### src/rtl/stream_cipher_pkg.sv
// Shared constants and keystream helpers for the byte-serial stream cipher.
// Latency: n/a (package only).
// Backpressure: n/a.
package stream_cipher_pkg;

    // Input-sample edge to output-update edge.
    localparam int          LATENCY   = 3;
    // Right-shift Galois taps for x^32+x^22+x^2+x+1.
    localparam logic [31:0] LFSR_MASK = 32'h8020_0003;
    // An all-zero state would lock the LFSR, so key==0 seeds with this instead.
    localparam logic [31:0] ZERO_SUB  = 32'hFFFF_FFFF;

    // Byte plus its encrypt flag, carried together down the pipe.
    typedef struct packed {
        logic [7:0] dat;
        logic       enc;
    } byte_meta_t;

    // Eight right-shift Galois steps: one keystream byte's worth of advance.
    function automatic logic [31:0] lfsr_step8(input logic [31:0] s);
        logic [31:0] r;
        r = s;
        for (int i = 0; i < 8; i++) begin
            r = r[0] ? ((r >> 1) ^ LFSR_MASK) : (r >> 1);
        end
        return r;
    endfunction

    // Keystream byte taken from the current state before it advances.
    function automatic logic [7:0] ks_byte(input logic [31:0] s);
        return s[31:24] ^ s[7:0];
    endfunction

endpackage

### src/rtl/stream_cipher_if.sv
// Byte stream in/out bundle for the stream cipher.
// Latency: n/a (wires only).
// Backpressure: none; valid_in/valid_out are plain strobes.
interface stream_cipher_if;

    logic [7:0]  data_in;
    logic        valid_in;
    logic [31:0] key;
    logic        new_message;
    logic        encrypt_in;
    logic [7:0]  data_out;
    logic        encrypt_out;
    logic        valid_out;

    // master drives bytes in and receives results
    modport master (
        output data_in, valid_in, key, new_message, encrypt_in,
        input  data_out, encrypt_out, valid_out
    );

    // slave is the cipher itself
    modport slave (
        input  data_in, valid_in, key, new_message, encrypt_in,
        output data_out, encrypt_out, valid_out
    );

endinterface

### src/rtl/stream_cipher_keygen.sv
// Keystream generator: owns LFSR state S and the seed mux, emits one keystream byte per advance.
// Latency: 1 cycle, advance at edge N gives ks_dat after edge N.
// Backpressure: none; S moves only on advance, holds otherwise.
// Ports: clk, rst_n; advance (consume one byte), reseed (start of message), key; ks_dat (registered).
import stream_cipher_pkg::*;

module stream_cipher_keygen (
    input  logic        clk,
    input  logic        rst_n,
    input  logic        advance,
    input  logic        reseed,
    input  logic [31:0] key,
    output logic [7:0]  ks_dat
);

    logic [31:0] s_q;
    logic [31:0] key_seed;
    logic [31:0] sc;

    // S is both read and written here, so back-to-back bytes chain without a bypass.
    always_comb begin
        key_seed = (key == 32'h0) ? ZERO_SUB : key;
        sc       = reseed ? key_seed : s_q;
    end

    always_ff @(posedge clk or negedge rst_n) begin
        if (!rst_n) begin
            s_q    <= ZERO_SUB;
            ks_dat <= 8'h00;
        end else if (advance) begin
            s_q    <= lfsr_step8(sc);
            ks_dat <= ks_byte(sc);
        end
    end

endmodule

### src/rtl/stream_cipher.sv
// Byte-serial stream cipher: data_out = data_in ^ LFSR keystream byte; encrypt flag rides along.
// Latency: 3 cycles, byte sampled at edge N updates outputs at edge N+3; one byte per clock.
// Backpressure: none; every stage advances every cycle.
// Ports: clk, rst_n; bus (slave) carries data/valid/key/new_message/encrypt in and data/encrypt/valid out.
import stream_cipher_pkg::*;

module stream_cipher (
    input  logic            clk,
    input  logic            rst_n,
    stream_cipher_if.slave  bus
);

    // stage1: input capture (edge N)
    logic        s1_vld;
    logic        s1_nm;
    logic [31:0] s1_key;
    byte_meta_t  s1_dat;

    // stage2: keystream byte registered in keygen, data delayed alongside (edge N+1)
    logic        s2_vld;
    byte_meta_t  s2_dat;
    logic [7:0]  ks_dat;

    // stage3: XOR result (edge N+2); output registers take it at edge N+3
    logic        s3_vld;
    byte_meta_t  s3_dat;

    always_ff @(posedge clk or negedge rst_n) begin
        if (!rst_n) begin
            s1_vld <= 1'b0;
            s1_nm  <= 1'b0;
            s1_key <= 32'h0;
            s1_dat <= '0;
        end else begin
            s1_vld <= bus.valid_in;
            // Sideband is only meaningful with valid_in; skip the capture otherwise.
            if (bus.valid_in) begin
                s1_nm      <= bus.new_message;
                s1_key     <= bus.key;
                s1_dat.dat <= bus.data_in;
                s1_dat.enc <= bus.encrypt_in;
            end
        end
    end

    stream_cipher_keygen u_keygen (
        .clk     (clk),
        .rst_n   (rst_n),
        .advance (s1_vld),
        .reseed  (s1_nm),
        .key     (s1_key),
        .ks_dat  (ks_dat)
    );

    always_ff @(posedge clk or negedge rst_n) begin
        if (!rst_n) begin
            s2_vld <= 1'b0;
            s2_dat <= '0;
        end else begin
            s2_vld <= s1_vld;
            if (s1_vld) begin
                s2_dat <= s1_dat;
            end
        end
    end

    always_ff @(posedge clk or negedge rst_n) begin
        if (!rst_n) begin
            s3_vld <= 1'b0;
            s3_dat <= '0;
        end else begin
            s3_vld <= s2_vld;
            if (s2_vld) begin
                s3_dat.dat <= s2_dat.dat ^ ks_dat;
                s3_dat.enc <= s2_dat.enc;
            end
        end
    end

    // Outputs hold their last value between valid bytes.
    always_ff @(posedge clk or negedge rst_n) begin
        if (!rst_n) begin
            bus.valid_out   <= 1'b0;
            bus.data_out    <= 8'h00;
            bus.encrypt_out <= 1'b0;
        end else begin
            bus.valid_out <= s3_vld;
            if (s3_vld) begin
                bus.data_out    <= s3_dat.dat;
                bus.encrypt_out <= s3_dat.enc;
            end
        end
    end

endmodule

### src/flat_wrapper.sv
// flat-port wrapper written by rule: the top's interface ports become plain ports
module stream_cipher_flat 
  (clk, rst_n, bus_data_in, bus_valid_in, bus_key, bus_new_message, bus_encrypt_in, bus_data_out, bus_encrypt_out, bus_valid_out);
  stream_cipher_if bus_i ();
  input  logic clk;
  input  logic rst_n;
  input wire logic [$bits(bus_i.data_in)-1:0] bus_data_in;
  input wire logic [$bits(bus_i.valid_in)-1:0] bus_valid_in;
  input wire logic [$bits(bus_i.key)-1:0] bus_key;
  input wire logic [$bits(bus_i.new_message)-1:0] bus_new_message;
  input wire logic [$bits(bus_i.encrypt_in)-1:0] bus_encrypt_in;
  output wire logic [$bits(bus_i.data_out)-1:0] bus_data_out;
  output wire logic [$bits(bus_i.encrypt_out)-1:0] bus_encrypt_out;
  output wire logic [$bits(bus_i.valid_out)-1:0] bus_valid_out;
  assign bus_i.data_in = bus_data_in;
  assign bus_i.valid_in = bus_valid_in;
  assign bus_i.key = bus_key;
  assign bus_i.new_message = bus_new_message;
  assign bus_i.encrypt_in = bus_encrypt_in;
  assign bus_data_out = bus_i.data_out;
  assign bus_encrypt_out = bus_i.encrypt_out;
  assign bus_valid_out = bus_i.valid_out;
  stream_cipher u_core (.clk(clk), .rst_n(rst_n), .bus(bus_i));
endmodule
### config.mk
export PLATFORM = sky130hd
export DESIGN_NAME = stream_cipher_flat
export DESIGN_NICKNAME = d
export VERILOG_FILES = /design/src/rtl/stream_cipher_pkg.sv /design/src/rtl/stream_cipher_if.sv /design/src/rtl/stream_cipher_keygen.sv /design/src/rtl/stream_cipher.sv /design/src/flat_wrapper.sv
export SDC_FILE = /design/constraint.sdc
export NUM_CORES = 1
export LEC_CHECK = 0
export CAP_MARGIN = 20
export CORE_UTILIZATION = 40
export DETAILED_ROUTE_END_ITERATION = 6
export DONT_BUFFER_PORTS = 1
export PLACE_DENSITY_LB_ADDON = 0.25
export SYNTH_ARGS = -nofsm -noshare
export SYNTH_HDL_FRONTEND = slang
export SYNTH_SLANG_ARGS = --single-unit
### constraint.sdc
create_clock -name clk -period 2.5 [get_ports clk]
set_input_delay 0.5 -clock clk [delete_from_list [all_inputs] [get_ports clk]]
set_output_delay 0.5 -clock clk [all_outputs]
set_load 0.03 [all_outputs]
==> results of run 1 <==
==> worst reg2reg max path: cells and delay by family (launching register included) <==
kind | cells | cell delay (ps)
mux | 1 | 260
buf+inv | 1 | 230
xor+xnor | 1 | 150
compound gates | 2 | 390
flops | 1 | 410
simple gates | 2 | 690
==> metrics by stage <==
| step | instance area [um2] | instances | hold WS, ps |
|---|---|---|---|
| finish | 5988 | 625 | -212.5 |
| global placement | 5404 | 593 | 209.7 |
| floorplan | 5253 | 440 | 204.4 |
| global route | 5988 | 625 | -234.5 |
| CTS | 5988 | 625 | -237.9 |
| detailed placement | 5404 | 593 | 210.0 |
==> layer usage <==
| metal | GRT usage, % | routed length (um) |
|---|---|---|
| met2 | 29.07 | 5418 |
| met5 | 0 | 0 |
| met3 | 6.694 | 710 |
| met1 | 25.22 | 5387 |
| met4 | 10.04 | 302 |
==> cells by family after synthesis <==
group                  count (synthesis)  share of synthesized area [%]
multiplexers                          71                          15.29
AO/OA/AOI/OAI                         97                          11.89
flip-flops                           113                          54.60
AND/OR/NAND/NOR                       65                          6.313
buffers and inverters                 48                          4.097
XOR/XNOR                              46                          7.813
==> flip-flops by register name, indices dropped and copies added (netlist names) <==
register                flops
u_core.bus.data_out         8
u_core.bus.encrypt_out      1
u_core.bus.valid_out        1
u_core.s1_dat               9
u_core.s1_key              32
u_core.s1_nm                1
u_core.s1_vld               1
u_core.s2_dat               9
u_core.s2_vld               1
u_core.s3_dat               9
u_core.s3_vld               1
u_core.u_keygen.ks_dat      8
u_core.u_keygen.s_q        32
==> area by class of cell <==
class	count	area share, %
Clock buffer	28	8.964
Clock inverter	4	0.7940
Inverter	18	1.128
Multi-Input combinational cell	279	36.23
Sequential cell	113	47.91
Tap cell	172	3.594
Timing Repair Buffer	11	1.379
==> final timing paths <==
check                                             from                       to  slack (ps)
worst max-delay path                  u_core.s1_key[8]  u_core.u_keygen.s_q[17]         300
worst min-delay path                             rst_n             u_core.s1_nm        -210
worst max register to register        u_core.s1_key[8]  u_core.u_keygen.s_q[17]         300
worst min register to register  u_core.u_keygen.s_q[8]   u_core.u_keygen.s_q[8]         500
max in group asynchronous                        rst_n  u_core.u_keygen.s_q[14]        2450
min in group clk                          bus_valid_in            u_core.s1_vld         120
==> cell usage in the layout, fill, tap and decap left out, drive strengths merged, types with 18 or more instances in the layout <==
cell,n
dfrtp,81
dfstp,32
clkbuf,28
o21ai,39
inv,18
mux2,71
a21oi,21
nor2,24
xnor2,30
==> power by group through the flow <==
stage	Combinational, mW	Clock, mW	Sequential (mW)
6_report	1.34	2.34	3.02
5_1_grt	1.49	2.47	3.08
4_1_cts	1.35	2.39	3.02
3_5_place_dp	1.33	0	3.03
3_3_place_gp	1.31	0	3.02
2_1_floorplan	1.16	0	2.83
==> run summary, run 1 <==
Routability-driven placement finished with a final weighted congestion of 0.8859. Setup repair after global routing left no endpoint under its margin. The CTS clock-pin slew for the worst setup and hold paths was 50 ps; the first-pass detailed-route iteration total was 4.

The switching power was 1.997 mW. For this run, design rule violations remaining after detail routing come to 0. The tools report the count of H-tree levels built during CTS as 4. The number of antenna violations at the first check in global routing was 0; the number of cells on the worst reg-to-reg path was 7.

For the worst-skew pair, the clock arrives at the later sink with an insertion delay of 410 ps. Based on the critical path, the design can be clocked at up to 0.4551 GHz. The tools report the final clock skew as 7.003 ps. The clock tree root driver cell is clkbuf_16. The average wire per standard cell was 18.91 um; the count of cell types in the netlist was 41. The kind of end point of the critical path was a flop. The design draws 6.697 mW. The initial DRC count is 190, and the cell depth of the worst setup path is 7. The slowest stage of the critical path belongs to the cell nor4_1. In the post-route analysis, the smallest setup slack over all paths is 302.7 ps.

After synthesis, the share of flip-flops with an asynchronous set or reset is 100.0%. After synthesis, flip-flops and latches occupy 54.60% of the total area. The worst setup path is of the reg2reg kind. For this design the static power due to leakage is 2.392 nW.

Per report_power, the combinational group accounts for 20.0% of the total. The leading cell type by number of instances after synthesis is dfrtp_1. The hold violation total from the final report was 87. The cell type with the highest aggregate area in the netlist was dfrtp_1. The tools report the startpoint type of the worst setup path as a flop. Net switching is 29.82% of the power. The die is 116.6 um wide. The total power density per cell area was 1118 nW/um2. In this run, synthesis produced a sequential element count of 113. After the last flow step, the layout net total stands at 485. The synthesized netlist occupies a cell area of 5253 um2. TritonCTS built the clock tree. Among all flip-flop cells after synthesis, the most frequent one is dfrtp_1. Layout filler cell count: 1185. The number of endpoints failing setup at the final stage is 0, and the final total negative setup slack is 0 ps. Buffers added to address setup during post-CTS repair amount to 0. The buffers plus inverters on the worst setup path was 1. By area the synthesized netlist is led by dfrtp_1 (39%), dfstp_2 (16%), mux2_2 (15%), xnor2_1 (4.8%), o21ai_0 (3.6%). Ranked by instance count, the synthesized netlist is headed by dfrtp_1 (81), mux2_2 (70), o21ai_0 (38). The count of flip-flops with a built-in enable after synthesis was 0. The maximum net fanout on the critical path is 13. Grouping stages by cell kind, the critical path spends the most delay in simple AND/OR/NAND/NOR gates.

The floorplan step defined a die boundary enclosing 13590 um2. The slew at the pin with the worst max-slew slack was 677.2 ps; the fraction of synthesized cell area taken by the top area cell type was 38.59%. The die boundary height came out at 116.6 um.

The total via count after detailed routing was 3342. The number of gates resized after CTS was 0. For the clock sink count, the log shows 113.

The final antenna-violating net count is 0. For the number of pins exceeding their max-slew limit in the final report, the log shows 0. Prior to clock tree synthesis, the placed netlist has a worst setup slack of 303.0 ps.

The logs give 3493 for the number of global-route vias before repair and 2840 ps for the endpoint required time on the critical path. Cells with a size suffix above 1 make up 34.22% of the layout. Dividing the detail-routed via count by the number of cells gives 5.347.

Global routing finished with a remaining overflow of 0. The final reports fail on hold timing. Cell internal power was estimated by the tool at 4.699 mW. The flow ran to the end, but the final reports show violations. When the netlist entered floorplanning its net count stood at 485. During synthesis, Yosys emitted a total of 0 warnings. The run gives 18970 um as the wire length of the first global-routing pass. In the final layout, flip-flops and latches occupy 2869 um2. The multi-input combinational cells in the finished layout cover a total of 2170 um2. In this design, the stage delay of the slowest critical-path cell is 450 ps.

The tools report the utilization after layout as 47.07%. The worst hold slack after final layout was -212.5 ps; the site row count was 41. The cell count after synthesis came out at 440.

The standard cell core area was 12720 um2; the synthesized area per cell was 11.94 um2. Subtracting the final worst setup slack from the clock period gives 2197 ps. The min-delay analysis places its worst path in the category in2async. For the relative contribution of sequential cells to total power, the log shows 45.1%.

VDD sags by at most 0.6060 mV. Compared with the post-synthesis result, the final layout area differs by 14.01%. The tools report the maximum number of pins on one net before global-route repair as 114. The total routing usage reported by global routing is 19.53%, and the wire length reported by the detailed router is 11820 um. The repair_antennas step left the layout with diodes totalling 0. The clock share of power is 34.9%, and the number of CTS-inserted buffers is 17. The final critical path takes up 87.89% of the cycle.

Traced cell by cell, the critical path runs through nor4_1 > nand4_2 > o21ai_4 > buf_4 > o22ai_1 > xor2_1 > mux2_2. Detailed placement finished with a half-perimeter wire length of 8112 um. In this run the deepest clock path goes through 2 buffers.

Max-cap violations in this run came to 0. The count of buffers inserted at the top-level ports came out at 0. The worst pin sits at a relative slew slack of 54.37%.

Once the floorplan was initialized, standard cells occupied 41.29% of the core. The total I/O pin count was 55; the arrival time at the worst endpoint was 2540 ps.
No activity file was read; power rests on OpenSTA's default activity.
==> run 2, diff against run 1 <==
--- a/config.mk
+++ b/config.mk
@@ -7,6 +7,7 @@
 export LEC_CHECK = 0
 export CAP_MARGIN = 20
 export CORE_UTILIZATION = 40
+export CTS_BUF_LIST = sky130_fd_sc_hd__clkbuf_2 sky130_fd_sc_hd__clkbuf_4 sky130_fd_sc_hd__clkbuf_8
 export DETAILED_ROUTE_END_ITERATION = 6
 export DONT_BUFFER_PORTS = 1
 export PLACE_DENSITY_LB_ADDON = 0.25
==> run 2 against run 1 <==
Highest routed layer unchanged. The flow still finishes with violations (hold timing). Die area stayed put. Clock skew is 7.6 ps higher. Cell count stayed put.
==> run summary, run 2 (same netlist as run 1, synthesis figures left out) <==
Effective utilization at floorplan: 41.29% (unchanged). For the number of max-cap violations, the log shows 0 (unchanged). Most heavily used metal layer in global routing: met2. The fmax was 0.4557 GHz (+0.12%). The tools report the remaining global-route overflow as 0 (unchanged). The final total negative setup slack is 0 ps (unchanged), and the first-pass detailed-route iteration total is 5 (+1). The initial DRC count came out at 247 (+30%). TritonCTS built the clock tree. For the number of endpoints failing setup at the final stage, the log shows 0 (unchanged).

The tools report the worst vdd rail ir drop as 0.5700 mV (-5.9%). In this run the worst setup path begins at u_core.s1_key[16]. The proportion of layout cells with a drive suffix above 1 was 35.10% (+0.88 points); the detailed-route vias per instance was 5.282 (-1.2%).

The wire length reported by the detailed router is 11590 um (-2.0%). The number of buffers added for setup after CTS came out at 0 (unchanged). The count of H-tree levels built during CTS came out at 4 (unchanged).

The worst hold slack after final layout is -227.2 ps (-14.64 ps), and the number of global-route vias before repair is 3439 (-1.5%). The wire length of the first global-routing pass is 18730 um (-1.2%). In the layout the commonest cells are dfrtp_1 (80), mux2_2 (70), o21ai_0 (38). The total DRC errors in the routed layout is 0 (unchanged). The count of inserted antenna diode cells is 0 (unchanged). The final clock skew is 14.56 ps (+7.553 ps). The tightest slew margin relative to the limit is 53.44% (-0.93 points). For the total via count after detailed routing, the log shows 3301 (-1.2%).

Arrival time at the worst endpoint: 2550 ps (about the same). The endpoint required time on the critical path came out at 2860 ps (+20 ps). For the sequential standard cell area, the log shows 2869 um2 (unchanged).

The area of placed instances came out at 5404 um2 (unchanged). The CTS clock-pin slew for the worst setup and hold paths works out to 60 ps (about the same). For the count of nets after finishing, the log shows 485 (unchanged). Total I/O pin count: 55 (unchanged).

Setup repair after global routing left no endpoint under its margin. Slew at the pin with the worst max-slew slack: 691.1 ps (+13.84 ps). The class of the tightest hold or removal check was in2async. The logs give 8112 um (unchanged) for the detailed placer's ending HPWL and 0.8859 (unchanged) for the final weighted congestion of routability-driven global placement.

The origin of the critical flop-to-flop path was u_core.s1_key[16]. The logs give 0 (unchanged) for the number of pins exceeding their max-slew limit in the final report and 2170 um2 (unchanged) for the area occupied by multi-input gates. The count of buffers inserted at the top-level ports came out at 0 (unchanged).

Layout filler cell count: 1218 (+2.8%). The average wire per standard cell was 18.54 um (-2.0%). In the final layout, the registers with the most flip-flops are u_core.s1_key x32, u_core.u_keygen.s_q x32. The run finished, with violations left. The share of the cycle needed by the critical path after routing came out at 87.79% (-0.11 points). For the leakage power, the log shows 2.319 nW (-3.1%).

The kind of end point of the critical path is a flop. The post-cts gate resize count was 0 (unchanged). The global-route track usage on met1 was 24.92% (-0.30 points); the cell area after layout was 5812 um2 (-2.9%). For the slack of the worst reg-to-reg path, the log shows 310 ps (about the same). In this run the critical register-to-register path is captured at u_core.u_keygen.s_q[17]. The maximum net fanout on the critical path is 13 (unchanged), and the post-placement cell count is 593 (unchanged). Most common cell after layout, fill and taps aside: dfrtp_1. The number of antenna violations at the first check in global routing is 0 (unchanged), and the met2 track demand over resource is 28.76% (-0.32 points). The tools report the final standard cell count with taps included and fillers excluded as 625 (unchanged). The worst-case clock buffer depth came out at 2 (unchanged). The worst setup path is launched from a flop.

The checks that failed: hold timing. The cell sitting at the root of the clock tree is a clkbuf_8. The clock insertion delay at the later pin of the skew report is 430 ps (+20 ps), and the met3 global-route usage is 6.902% (+0.21 points). The die boundary height came out at 116.6 um (unchanged). The setup path with the least slack is of type reg2reg. The total power density per cell area works out to 1041 nW/um2 (-6.9%).

The total die area is 13590 um2 (unchanged). The run gives 41 (unchanged) as the site row count. The post-synthesis to final-layout area growth is 10.65%, and the maximum number of pins on one net before global-route repair is 114 (unchanged).

The clock sink count came out at 113 (unchanged). The logs give 93 (+6.9%) for the hold violation total from the final report and 0 (unchanged) for the final antenna-violating net count. Number of CTS-inserted buffers: 17 (unchanged). Following the worst setup path forward leads to its endpoint at u_core.u_keygen.s_q[17].

Total routing usage reported by global routing: 19.13% (-0.40 points). The standard cell core area is 12720 um2 (unchanged), and the time the final worst path needs with I/O delays and setup is 2195 ps (-2.675 ps). Number of cells on the worst reg-to-reg path: 7 (unchanged). The width of the die came out at 116.6 um (unchanged).
-- run 2: cell counts in the layout (fill, tap and decap cells not counted) --
Identical to the previous run, type by type.
-- run 2: metal layers --
metal / up-vias / wire, um / part of all wire (%)
li1: 1564 / - / -
met1: 1633 / 5363 / 46
met2: 95 / 5376 / 46
met3: 9 / 695 / 6.0
met4: 0 / 154 / 1.3
met5: - / 0 / 0
-- run 2: worst max-delay path: stages, from the launching register on --
cell     delay, ps
dfrtp_1        400
nor4_1         350
nand4_1        300
o21ai_4        320
buf_4          240
o22ai_1        110
xor2_1         150
mux2_2         260
-- run 2: stage by stage --
stage | setup WS (ps) | utilization (%) | total power, mW
2_1_floorplan | 533.2 | - | 3.987
3_3_place_gp | 308.3 | 42.48 | 4.327
3_5_place_dp | 303.0 | 42.48 | 4.366
4_1_cts | 292.4 | 45.68 | 6.106
5_1_grt | 164.1 | 45.68 | 6.394
6_report | 305.4 | 45.68 | 6.049
-- run 2: how the worst min path moves through the flow --
stage          slack (ps)                        end
4_1_cts              -270           u_core.s2_dat[3]
3_3_place_gp          210           u_core.s1_dat[7]
2_1_floorplan         200     u_core.bus.data_out[0]
5_1_grt              -280  u_core.u_keygen.ks_dat[4]
6_report             -230               u_core.s1_nm
3_5_place_dp          210     u_core.bus.data_out[5]
-- run 2: area by class of cell --
| type | instances | area share [%] |
|---|---|---|
| clock buffers | 28 | 6.200 |
| clock inverters | 4 | 0.8181 |
| inverters | 18 | 1.163 |
| multi-input cells | 279 | 37.33 |
| flip-flops and latches | 113 | 49.36 |
| well taps | 172 | 3.703 |
| repair buffers | 11 | 1.421 |
-- run 2: report_power, final --
part	total, mW	leakage (nW)	internal (mW)	switching [mW]
Clock	1.71	0.213	1.01	0.693
Sequential	3.01	1.27	2.43	0.573
Combinational	1.34	0.831	0.715	0.621
